--- src/rtl/icache_read_arbiter.sv ---
// Shares the I-cache read port between fetch and the next-line prefetcher, tracks the single
// outstanding read, routes its completion to the owner and drains reads cancelled by a flush.
module icache_read_arbiter #(
    parameter int ADDR_W     = 32,
    parameter int STARVE_MAX = 4
) (
    input  logic              clk_i,
    input  logic              rst_n_i,
    input  logic              flush_i,
    input  logic              fetch_req_i,
    input  logic [ADDR_W-1:0] fetch_addr_i,
    output logic              fetch_gnt_o,
    output logic              fetch_done_o,
    input  logic              pf_req_i,
    input  logic [ADDR_W-1:0] pf_addr_i,
    output logic              pf_gnt_o,
    output logic              pf_done_o,
    output logic              cache_req_o,
    output logic [ADDR_W-1:0] cache_addr_o,
    input  logic              cache_ready_i,
    input  logic              cache_done_i,
    output logic              busy_o,
    output logic [1:0]        dbg_state_o,
    output logic [3:0]        dbg_starve_o
);

    // Handshake: a requester holds req (and its address) until the cycle its gnt is high;
    // gnt is a one-cycle pulse. cache_req_o stays high until the cycle cache_ready_i is seen.
    typedef enum logic [1:0] {
        S_IDLE  = 2'd0,
        S_REQ   = 2'd1,
        S_WAIT  = 2'd2,
        S_DRAIN = 2'd3
    } state_e;

    localparam logic [3:0] STARVE_LIM = 4'(STARVE_MAX);

    state_e            state_q, state_d;
    logic [3:0]        starve_q, starve_d;
    logic              owner_pf_q, owner_pf_d;
    logic [ADDR_W-1:0] addr_q, addr_d;
    logic              cache_req_q;
    logic              pick_pf;

    always_comb begin
        state_d      = state_q;
        owner_pf_d   = owner_pf_q;
        addr_d       = addr_q;
        fetch_gnt_o  = 1'b0;
        pf_gnt_o     = 1'b0;
        fetch_done_o = 1'b0;
        pf_done_o    = 1'b0;
        pick_pf      = pf_req_i && (!fetch_req_i || (starve_q == STARVE_LIM));

        case (state_q)
            S_IDLE: begin
                if (!flush_i && (fetch_req_i || pf_req_i)) begin
                    fetch_gnt_o = !pick_pf;
                    pf_gnt_o    = pick_pf;
                    owner_pf_d  = pick_pf;
                    addr_d      = pick_pf ? pf_addr_i : fetch_addr_i;
                    state_d     = S_REQ;
                end
            end
            S_REQ: begin
                if (cache_ready_i) begin
                    state_d = flush_i ? S_DRAIN : S_WAIT;
                end else if (flush_i) begin
                    state_d = S_IDLE;
                end
            end
            S_WAIT: begin
                if (cache_done_i) begin
                    state_d = S_IDLE;
                    if (!flush_i) begin
                        fetch_done_o = !owner_pf_q;
                        pf_done_o    = owner_pf_q;
                    end
                end else if (flush_i) begin
                    state_d = S_DRAIN;
                end
            end
            S_DRAIN: begin
                if (cache_done_i) begin
                    state_d = S_IDLE;
                end
            end
            default: state_d = S_IDLE;
        endcase

        // Pulses stay quiet during the reset cycle whatever state is still registered.
        if (!rst_n_i) begin
            fetch_gnt_o  = 1'b0;
            pf_gnt_o     = 1'b0;
            fetch_done_o = 1'b0;
            pf_done_o    = 1'b0;
        end
    end

    always_comb begin
        starve_d = starve_q;
        if (!pf_req_i || pf_gnt_o) begin
            starve_d = 4'd0;
        end else if (fetch_gnt_o && (starve_q != STARVE_LIM)) begin
            starve_d = starve_q + 4'd1;
        end
    end

    always_ff @(posedge clk_i) begin
        if (!rst_n_i) begin
            state_q     <= S_IDLE;
            starve_q    <= 4'd0;
            owner_pf_q  <= 1'b0;
            addr_q      <= '0;
            cache_req_q <= 1'b0;
        end else begin
            state_q     <= state_d;
            starve_q    <= starve_d;
            owner_pf_q  <= owner_pf_d;
            addr_q      <= addr_d;
            cache_req_q <= (state_d == S_REQ);
        end
    end

    assign cache_req_o  = cache_req_q;
    assign cache_addr_o = addr_q;
    assign busy_o       = (state_q != S_IDLE);
    assign dbg_state_o  = state_q;
    assign dbg_starve_o = starve_q;

    done_only_when_outstanding: assert property (
        @(posedge clk_i) disable iff (!rst_n_i)
        cache_done_i |-> (state_q == S_WAIT || state_q == S_DRAIN)
    ) else $error("cache_done_i with no outstanding read");

endmodule

--- config.mk ---
export PLATFORM = sky130hd
export DESIGN_NAME = icache_read_arbiter
export DESIGN_NICKNAME = d
export VERILOG_FILES = /design/src/rtl/icache_read_arbiter.sv
export SDC_FILE = /design/constraint.sdc
export NUM_CORES = 1
export LEC_CHECK = 0
export CAP_MARGIN = 20
export CORE_ASPECT_RATIO = 1.2
export CORE_UTILIZATION = 35
export DETAILED_ROUTE_END_ITERATION = 16
export DONT_BUFFER_PORTS = 1
export PLACE_DENSITY = 0.48
export SKIP_CTS_REPAIR_TIMING = 1
export SLEW_MARGIN = 10
export SYNTH_ARGS = -nofsm -noshare
export SYNTH_HDL_FRONTEND = slang
export SYNTH_SLANG_ARGS = --single-unit
--- constraint.sdc ---
create_clock -name clk_i -period 3.6 [get_ports clk_i]
set_clock_uncertainty 0.2 [all_clocks]
set_input_delay 0.9 -clock clk_i [delete_from_list [all_inputs] [get_ports clk_i]]
set_output_delay 0.9 -clock clk_i [all_outputs]
set_load 0.005 [all_outputs]
======== Yosys cells after proc, flatten, opt, wreduce, memory -nomap -nowiden ========
Cells that the tools add are included.
word-level totals
  register bits ........................... 40
  input port bits ......................... 71
  output and inout bits ................... 44
  logic and storage cells ................. 51
operators by class
  add/subtract/negate cells ............... 1
  equality and inequality tests ........... 6
  mux-type cells .......................... 23
  bitwise operators ....................... 1
  reductions and logical operators ........ 15
operator list
  kind                                                    count
  2-to-1 mux 32 bit                                       1
  2-to-1 mux 1 bit                                        15
  2-to-1 mux 2 bit                                        6
  case mux 2 bit (4 select lines)                         1
  logical NOT 1 bit                                       5
  adder 4 x 1 -> 4 bit (second input constant)            1
  equality test 2 x 1 -> 1 bit (second input constant)    2
  equality test 2 bit (second input constant)             2
  equality test 4 x 3 -> 1 bit (second input constant)    1
  inequality test 4 x 3 -> 1 bit (second input constant)  1
  logical AND 1 bit                                       3
  logical OR 1 bit                                        3
  logical NOT 2 bit                                       1
  AND reduction 2 bit                                     1
  nonzero test 2 bit                                      1
  OR reduction 2 bit                                      1
  NOT 1 bit                                               1

======== Longest topological paths before layout ========
Gate-level depths: netlist (run 1).
  word-level depth ........................ 8
  mapped depth ............................ 7
  depth with buffers taken out ............ 5

======== Worst setup path after synthesis (run 1) ========
OpenSTA, ideal clock, no wires.
  kind .................................... input port to output port
  start point ............................. input port flush_i
  end point ............................... output port pf_gnt_o
  data arrival time ....................... 1952 ps
  slack ................................... 548 ps
  cell stages on the path ................. 4
  cells stage by stage .................... or3_1 buf_2 a211oi_4 buf_6
between the ends
  word-level cells in the longest chain between the ends .. 5
RTL lines
  item               RTL line  RTL
  start, declared    9         input logic flush_i,
  logical NOT 1 bit  --
  logical AND 1 bit  57        if (!flush_i && (fetch_req_i || pf_req_i)) begin
  2-to-1 mux 1 bit   57
  2-to-1 mux 1 bit   55        case (state_q)
  2-to-1 mux 1 bit   92        if (!rst_n_i) begin
  end, declared      16        output logic pf_gnt_o,
Every way passes these cells.

======== Worst setup path after layout (run 1) ========
Ends and elaborated chain as after synthesis.

==> results of run 1 <==
power groups by stage:
stage	clock network, uW	logic [uW]	registers, uW
2_1_floorplan	0	76.1	500
3_3_place_gp	0	87.4	507
3_5_place_dp	0	91.0	506
4_1_cts	324	91.1	496
5_1_grt	340	99.4	500
6_report	313	90.2	496
worst max path at each step:
| stage | end | depth (start not counted) | from |
|---|---|---|---|
| 2_1_floorplan | pf_gnt_o | 4 | flush_i |
| 3_3_place_gp | pf_gnt_o | 2 | flush_i |
| 3_5_place_dp | pf_gnt_o | 2 | flush_i |
| 4_1_cts | pf_gnt_o | 2 | flush_i |
| 5_1_grt | fetch_gnt_o | 2 | flush_i |
| 6_report | pf_gnt_o | 2 | flush_i |
metrics by stage:
step                      power [uW]  setup slack, ns
after floorplan                  576            0.548
after global placement           594            0.606
after detailed placement         597            0.579
after CTS                        911            0.580
after global routing             939            0.514
final                            899            0.591
Yosys cell counts:
cell type / count / share of area (%)
nand3b_1: 2 / 0.82
and3b_1: 1 / 0.48
buf_2: 3 / 0.82
nor3_2: 1 / 0.55
a31o_1: 1 / 0.48
nor2_1: 2 / 0.41
clkbuf_1: 12 / 2.5
a31oi_1: 3 / 1.0
nor4bb_1: 1 / 0.55
a211oi_1: 2 / 0.82
nor3_1: 1 / 0.27
dfxtp_1: 40 / 44
nand3_1: 1 / 0.27
inv_1: 3 / 0.62
a211oi_4: 1 / 1.1
nand4b_1: 1 / 0.48
nor2b_1: 1 / 0.34
nor4_1: 1 / 0.34
o211ai_1: 1 / 0.41
nor4b_1: 32 / 15
a21oi_1: 3 / 0.82
a31o_2: 1 / 0.48
and4b_1: 1 / 0.55
a221o_1: 32 / 18
and3_1: 2 / 0.68
o21ai_0: 2 / 0.55
or3_1: 1 / 0.34
and2_1: 2 / 0.68
or2_2: 2 / 0.68
nand2_1: 6 / 1.2
a2111oi_0: 1 / 0.48
buf_6: 3 / 1.8
o21a_1: 1 / 0.41
nand4_1: 2 / 0.68
ha_1: 2 / 1.4
nand2b_1: 1 / 0.34
cells by family after synthesis:
family          count (synthesis)  synth area share (%)
fa+ha+maj                       2                  1.37
buf+inv                        21                  5.74
compound gates                 48                  24.1
simple gates                   61                  25.0
flops                          40                  43.8
cell type report:
class | count | area share [%]
sequential | 40 | 41.2
tap | 60 | 3.86
clock buffer | 7 | 4.44
clock inverter | 1 | 0.386
inverter | 3 | 0.579
multi-input combinational | 111 | 47.7
timing repair buffer | 5 | 1.93
per-layer routing:
layer | GRT usage [%] | routed length [um]
met5 | 0 | 0
met4 | 8.13 | 95
met3 | 6.04 | 401
met2 | 28.0 | 2530
met1 | 17.7 | 1980
state kept, by name (all words and copies together), names as in the netlist:
register,flops
dbg_starve_o,4
owner_pf_q,1
dbg_state_o,2
cache_req_o,1
cache_addr_o,32
==> results.json, run 1 <==
{
  "fillCellCount": 501,
  "drt_wl_total_mm": 5.01,
  "ff2ff_setup_slack_ns": 1.28,
  "fin_util_pct": 39.1,
  "num-nets-final": 239,
  "crit_chain": "or3_1 -> a211oi_4",
  "critPathArrivalTime_ns": 1.91,
  "fmax_ghz": 0.332,
  "rsz0062_at_grt": "no",
  "cp_slowest_cell": "or3_1",
  "syn_to_final_growth_pct": 6.36,
  "row_count": 28,
  "yosysSeqAreaShare_pct": 43.8,
  "synthDistinctLibCells": 36,
  "cap_violations": 0,
  "worstHoldPathCells": 1,
  "grt_pass1_vias": 1426,
  "grt_util_all_layers_pct": 16.5,
  "required_ns": 2.50,
  "finalSetupViolations": 0,
  "crit_path_end_kind": "primary output",
  "max_slew_margin_pct": 49.6,
  "cts_tree": "built",
  "hpwlAfterDp_mm": 3.49,
  "die_w_um": 68.0,
  "holdPathEnd": "cache_addr_o[29]",
  "cp_max_fo": 17,
  "tns_ns": 0,
  "p_seq_share_pct": 55.2,
  "die-area_sq_mm": 0.00552,
  "grt_max_degree": 34,
  "p_per_area_mw_per_mm2": 462,
  "final_cells": 227,
  "p_sw_share_pct": 25.7,
  "hp-class": "reg2reg",
  "timing.hold.ws_ns": 0.318,
  "initial_core_util_pct": 36.8,
  "post_drt_wl_per_cell_um": 22.1,
  "final_common_cell": "dfxtp_1",
  "clockRootBuffer": "clkbuf_8",
  "start_kind": "input pin",
  "clock_latency_ns": 0.29,
  "ys_seq_elements": 40,
  "multi_input_area_sq_um": 927,
  "cts_buffers": 5,
  "htreeDepth": 2,
  "mostFrequentLayoutCells": "40 x dfxtp_1, 32 x nor4b_1, 32 x a221o_1",
  "clkPwrFrac_pct": 34.8,
  "reg2reg_depth": 4,
  "synthesis.area_sq_mm": 0.00183,
  "power.internal_uw": 668,
  "placed_cell_area_sq_mm": 0.00185,
  "ioPinCount": 115,
  "ys_warn_count": 0,
  "worstMarginPinSlew_ns": 0.756,
  "clock-sinks": 40,
  "slew_violations": 0,
  "leakagePower_uw": 0.000652,
  "synthCells": 172,
  "clk_pin_slew_ns": 0.07,
  "status": "complete, no violations",
  "critPathKind": "in2out",
  "reg2reg_from": "dbg_state_o[1]",
  "crit_buf_inv": 0,
  "routabilityCongestion": 0.793,
  "final_cell_area_sq_mm": 0.00195,
  "grt_pass1_wl_mm": 6.73,
  "antenna_found_initial": 0,
  "ir_drop_uv": 142,
  "seqCellArea_sq_um": 801,
  "r2r_end": "cache_addr_o[21]",
  "combPwrFrac_pct": 10.0,
  "drive_gt1_share_pct": 10.8,
  "portBuffers": 0,
  "clock_path_buffers": 2,
  "slowest_delay_ns": 0.65,
  "vias": 1582,
  "dp.cells": 219,
  "cp_top_family": "simple AND/OR/NAND/NOR gates",
  "min_period_ns": 3.01,
  "synthesis.nets": 245,
  "drtPass1Iterations": 4,
  "die_y_um": 81.2,
  "hold_viol": 0,
  "switchingPower_uw": 231,
  "dr.first_iter.drc_count": 69,
  "drt.antenna.violating_nets": 0,
  "viasPerCell": 6.97,
  "core_sq_mm": 0.00497,
  "drc": 0,
  "avgSynthCellArea_sq_um": 10.6,
  "fin_crit_sh_pct": 83.6,
  "antenna_cells": 0,
  "gr-total-overflow": 0,
  "min_from": "cache_addr_o[29]"
}
Note: power is estimated with default switching activity, not from simulation.
==> inputs of run 2 (changes only) <==
PLACE_DENSITY = 0.5   (was 0.48)
clock period = 2.46 ns   (was 3.6 ns; I/O delays follow)
==> results.json, run 2 (synthesized netlist as in run 1, its figures left out) <==
{
  "drt.antenna.violating_nets": 0,
  "timing.hold.ws_ns": 0.253,
  "start_kind": "flop",
  "largest_reg_flops": 32,
  "fmax_ghz": 0.434,
  "gr-total-overflow": 0,
  "drc": 0,
  "leakagePower_uw": 0.000677,
  "clock_path_buffers": 2,
  "cts_tree": "built",
  "rsz0062_at_grt": "no",
  "crit_path_end_kind": "primary output",
  "clock_latency_ns": 0.28,
  "num-nets-final": 243,
  "final_cells": 231,
  "reg2reg_depth": 6,
  "core_sq_mm": 0.00497,
  "cp_max_fo": 5,
  "grt_max_degree": 34,
  "drive_gt1_share_pct": 13.5,
  "clockRootBuffer": "clkbuf_8",
  "status": "complete, no violations",
  "min_period_ns": 2.31,
  "mostFrequentLayoutCells": "40 x dfxtp_1, 32 x nor4b_1, 32 x a221o_1",
  "ioPinCount": 115,
  "clkPwrFrac_pct": 33.6,
  "drtPass1Iterations": 5,
  "cp_top_family": "flip-flops",
  "portBuffers": 0,
  "crit_chain": "inv_1 -> ha_1 -> and4b_1 -> nor3_1",
  "slowest_delay_ns": 0.45,
  "cts_buffers": 5,
  "die_w_um": 68.0,
  "p_seq_share_pct": 55.7,
  "row_count": 28,
  "routabilityCongestion": 0.742,
  "worstMarginPinSlew_ns": 0.738,
  "post_drt_wl_per_cell_um": 21.1,
  "slew_violations": 0,
  "clk_pin_slew_ns": 0.07,
  "min_from": "rst_n_i",
  "final_cell_area_sq_mm": 0.00197,
  "dr.first_iter.drc_count": 76,
  "combPwrFrac_pct": 10.7,
  "ir_drop_uv": 344,
  "finalSetupViolations": 0,
  "vias": 1547,
  "antenna_cells": 0,
  "antenna_found_initial": 0,
  "tns_ns": 0,
  "syn_to_final_growth_pct": 7.93,
  "crit_buf_inv": 1,
  "fin_util_pct": 39.7,
  "p_per_area_mw_per_mm2": 659,
  "grt_util_all_layers_pct": 16.9,
  "cp_slowest_cell": "dfxtp_1",
  "cap_violations": 0,
  "r2r_end": "cache_addr_o[22]",
  "hold_viol": 0,
  "hp-class": "in2reg",
  "holdPathEnd": "dbg_state_o[1]",
  "required_ns": 1.64,
  "critPathKind": "reg2out",
  "reg2reg_from": "dbg_starve_o[0]",
  "power.internal_uw": 977,
  "dp.cells": 222,
  "max_slew_margin_pct": 50.8,
  "die-area_sq_mm": 0.00552,
  "switchingPower_uw": 325,
  "initial_core_util_pct": 36.8,
  "drt_wl_total_mm": 4.88,
  "clock-sinks": 40,
  "worstHoldPathCells": 1,
  "viasPerCell": 6.70,
  "hpwlAfterDp_mm": 3.45,
  "grt_pass1_wl_mm": 6.86,
  "critPathArrivalTime_ns": 1.49,
  "placed_cell_area_sq_mm": 0.00187,
  "ff2ff_setup_slack_ns": 0.41,
  "p_sw_share_pct": 24.9,
  "fin_crit_sh_pct": 93.8,
  "final_common_cell": "dfxtp_1",
  "die_y_um": 81.2,
  "htreeDepth": 2,
  "grt_pass1_vias": 1432
}
[run 2: changes by cell type in the layout (fill, tap and decap cells not counted), sizes merged]
cell / change
clkinvlp: -1
buf: +4
clkinv: +2
clkbuf: -1
[run 2: stage by stage]
stage / total power, uW / worst slack [ns]
after global placement: 876 / 0.187
after floorplan: 843 / 0.0293
after detailed placement: 881 / 0.121
after CTS: 1330 / 0.0981
final: 1300 / 0.153
after global routing: 1380 / 0.00176
[run 2: worst max-delay path by stage]
stage | start | to | slack (ns) | cells after the start
after floorplan | flush_i | pf_gnt_o | 0.03 | 4
after global placement | pf_req_i | cache_addr_o[20] | 0.19 | 4
after detailed placement | pf_req_i | cache_addr_o[31] | 0.12 | 4
after CTS | dbg_starve_o[0] | pf_gnt_o | 0.1 | 4
after global routing | dbg_starve_o[0] | fetch_gnt_o | 0.002 | 4
final | dbg_starve_o[0] | fetch_gnt_o | 0.15 | 4
[run 2: per-layer routing]
layer | GRT usage [%] | vias up | part of all wire (%) | routed length [um]
li1 | - | 702 | - | -
met1 | 17.6 | 762 | 40 | 1950
met4 | 6.67 | 0 | 0.57 | 28
met5 | 0 | - | 0 | 0
met2 | 28.7 | 81 | 50 | 2460
met3 | 7.87 | 2 | 9.1 | 442
[run 2: final cells by class]
class | count | area, sq um
clock buffer | 6 | 82.6
clock inverter | 2 | 10.0
tap | 60 | 75.1
sequential | 40 | 801
multi-input combinational | 111 | 927
timing repair buffer | 9 | 67.6
fill | 499 | 3000
inverter | 3 | 11.3
[run 2: power groups by stage]
stage	logic, uW	clock network, uW	registers, uW
after floorplan	111	0	732
after global placement	134	0	741
after CTS	141	464	726
after global routing	152	496	732
final	139	437	726
after detailed placement	141	0	741
==> inputs of run 3 (changes only) <==
PLACE_DENSITY = 0.48   (was 0.5)
clock period = 2.4 ns   (was 2.46 ns; I/O delays follow)
==> results.json, run 3 (synthesized netlist as in run 1, its figures left out) <==
{
  "portBuffers": 0,
  "hold_viol": 0,
  "start_kind": "flop",
  "final_common_cell": "dfxtp_1",
  "syn_to_final_growth_pct": 10.6,
  "reg2reg_depth": 6,
  "timing.hold.ws_ns": 0.228,
  "fillCellCount": 498,
  "max_slew_margin_pct": 69.3,
  "die_y_um": 81.2,
  "post_drt_wl_per_cell_um": 21.9,
  "mostFrequentLayoutCells": "40 x dfxtp_1, 32 x nor4b_1, 32 x a221o_1",
  "clock-sinks": 40,
  "leakagePower_uw": 0.000701,
  "crit_path_end_kind": "primary output",
  "drt.antenna.violating_nets": 0,
  "finalSetupViolations": 0,
  "critPathKind": "reg2out",
  "ioPinCount": 115,
  "slowest_delay_ns": 0.43,
  "drtPass1Iterations": 4,
  "power_uw": 1490,
  "routabilityCongestion": 0.756,
  "clock_latency_ns": 0.29,
  "num-nets-final": 245,
  "grt_util_all_layers_pct": 17.2,
  "dr.first_iter.drc_count": 50,
  "gr-total-overflow": 0,
  "die_w_um": 68.0,
  "fmax_ghz": 0.431,
  "die-area_sq_mm": 0.00552,
  "core_sq_mm": 0.00497,
  "crit_chain": "inv_1 -> ha_1 -> and4b_1 -> nor3_1",
  "worstHoldPathCells": 1,
  "grt_max_degree": 34,
  "min_period_ns": 2.32,
  "largest_reg_flops": 32,
  "slew_violations": 0,
  "critPathArrivalTime_ns": 1.52,
  "drt_wl_total_mm": 5.10,
  "htreeDepth": 2,
  "ir_drop_uv": 273,
  "cts_tree": "built",
  "cts_buffers": 5,
  "clockRootBuffer": "clkbuf_8",
  "status": "complete, no violations",
  "reg2reg_from": "dbg_starve_o[0]",
  "cap_violations": 0,
  "clock_path_buffers": 2,
  "viasPerCell": 6.85,
  "clk_pin_slew_ns": 0.08,
  "r2r_end": "cache_addr_o[26]",
  "ff2ff_setup_slack_ns": 0.35,
  "fin_crit_sh_pct": 96.6,
  "cp_slowest_cell": "dfxtp_1",
  "vias": 1596,
  "hpwlAfterDp_mm": 3.55,
  "drive_gt1_share_pct": 14.5,
  "min_from": "rst_n_i",
  "drc": 0,
  "required_ns": 1.60,
  "row_count": 28,
  "worstMarginPinSlew_ns": 0.459,
  "hp-class": "in2reg",
  "initial_core_util_pct": 36.8,
  "holdPathEnd": "dbg_state_o[1]",
  "antenna_cells": 0,
  "final_cells": 233,
  "grt_pass1_vias": 1457,
  "grt_pass1_wl_mm": 6.95,
  "p_per_area_mw_per_mm2": 739,
  "cp_max_fo": 5,
  "antenna_found_initial": 0,
  "dp.cells": 224
}
[run 3: metal layers]
| layer | vias up | global-route usage [%] | share of wire [%] |
|---|---|---|---|
| met1 | 808 | 19.7 | 41 |
| met5 | - | 0 | 0 |
| li1 | 707 | - | - |
| met2 | 75 | 28.5 | 51 |
| met3 | 6 | 5.62 | 7.3 |
| met4 | 0 | 7.92 | 1.2 |
[run 3: how the worst max path moves through the flow]
stage / start / endpoint / slack (ns)
after floorplan: flush_i / pf_gnt_o / 0.005
after global placement: flush_i / fetch_gnt_o / 0.15
after detailed placement: flush_i / fetch_gnt_o / 0.15
after CTS: dbg_starve_o[0] / pf_gnt_o / 0.03
after global routing: dbg_starve_o[0] / fetch_gnt_o / -0.004
final: dbg_starve_o[0] / fetch_gnt_o / 0.08
[run 3: cell type report]
cell class                 count  area (sq um)  share of cell area [%]
tap                           60          75.1                    3.71
sequential                    40           801                    39.6
inverter                       3          11.3                   0.557
clock inverter                 1          30.0                    1.48
multi-input combinational    111           927                    45.8
clock buffer                   7          96.3                    4.76
timing repair buffer          11          82.6                    4.08
[run 3: metrics by stage]
step | setup slack, ns | util [%] | area (sq um) | TNS [ns]
after floorplan | 0.00458 | - | 1830 | 0
after global placement | 0.154 | 38.0 | 1890 | 0
after detailed placement | 0.147 | 38.0 | 1890 | 0
after CTS | 0.0349 | 40.5 | 2020 | 0
after global routing | -0.00384 | 40.7 | 2020 | -0.00384
final | 0.0813 | 40.7 | 2020 | 0
[run 3: where the power goes]
part / leakage, uW / total [uW] / switching (uW) / internal (uW)
registers: 0.000327 / 739 / 32.6 / 707
logic: 0.000310 / 150 / 82.2 / 67.6
clock network: 0.0000645 / 605 / 238 / 367
total: 0.000701 / 1490 / 353 / 1140
[run 3: critical path: cells and delay by family, from the launching register on]
family        cells  cell delay, ns
simple gates      2            0.49
flops             1            0.43
fa+ha+maj         1            0.23
buf+inv           1            0.08
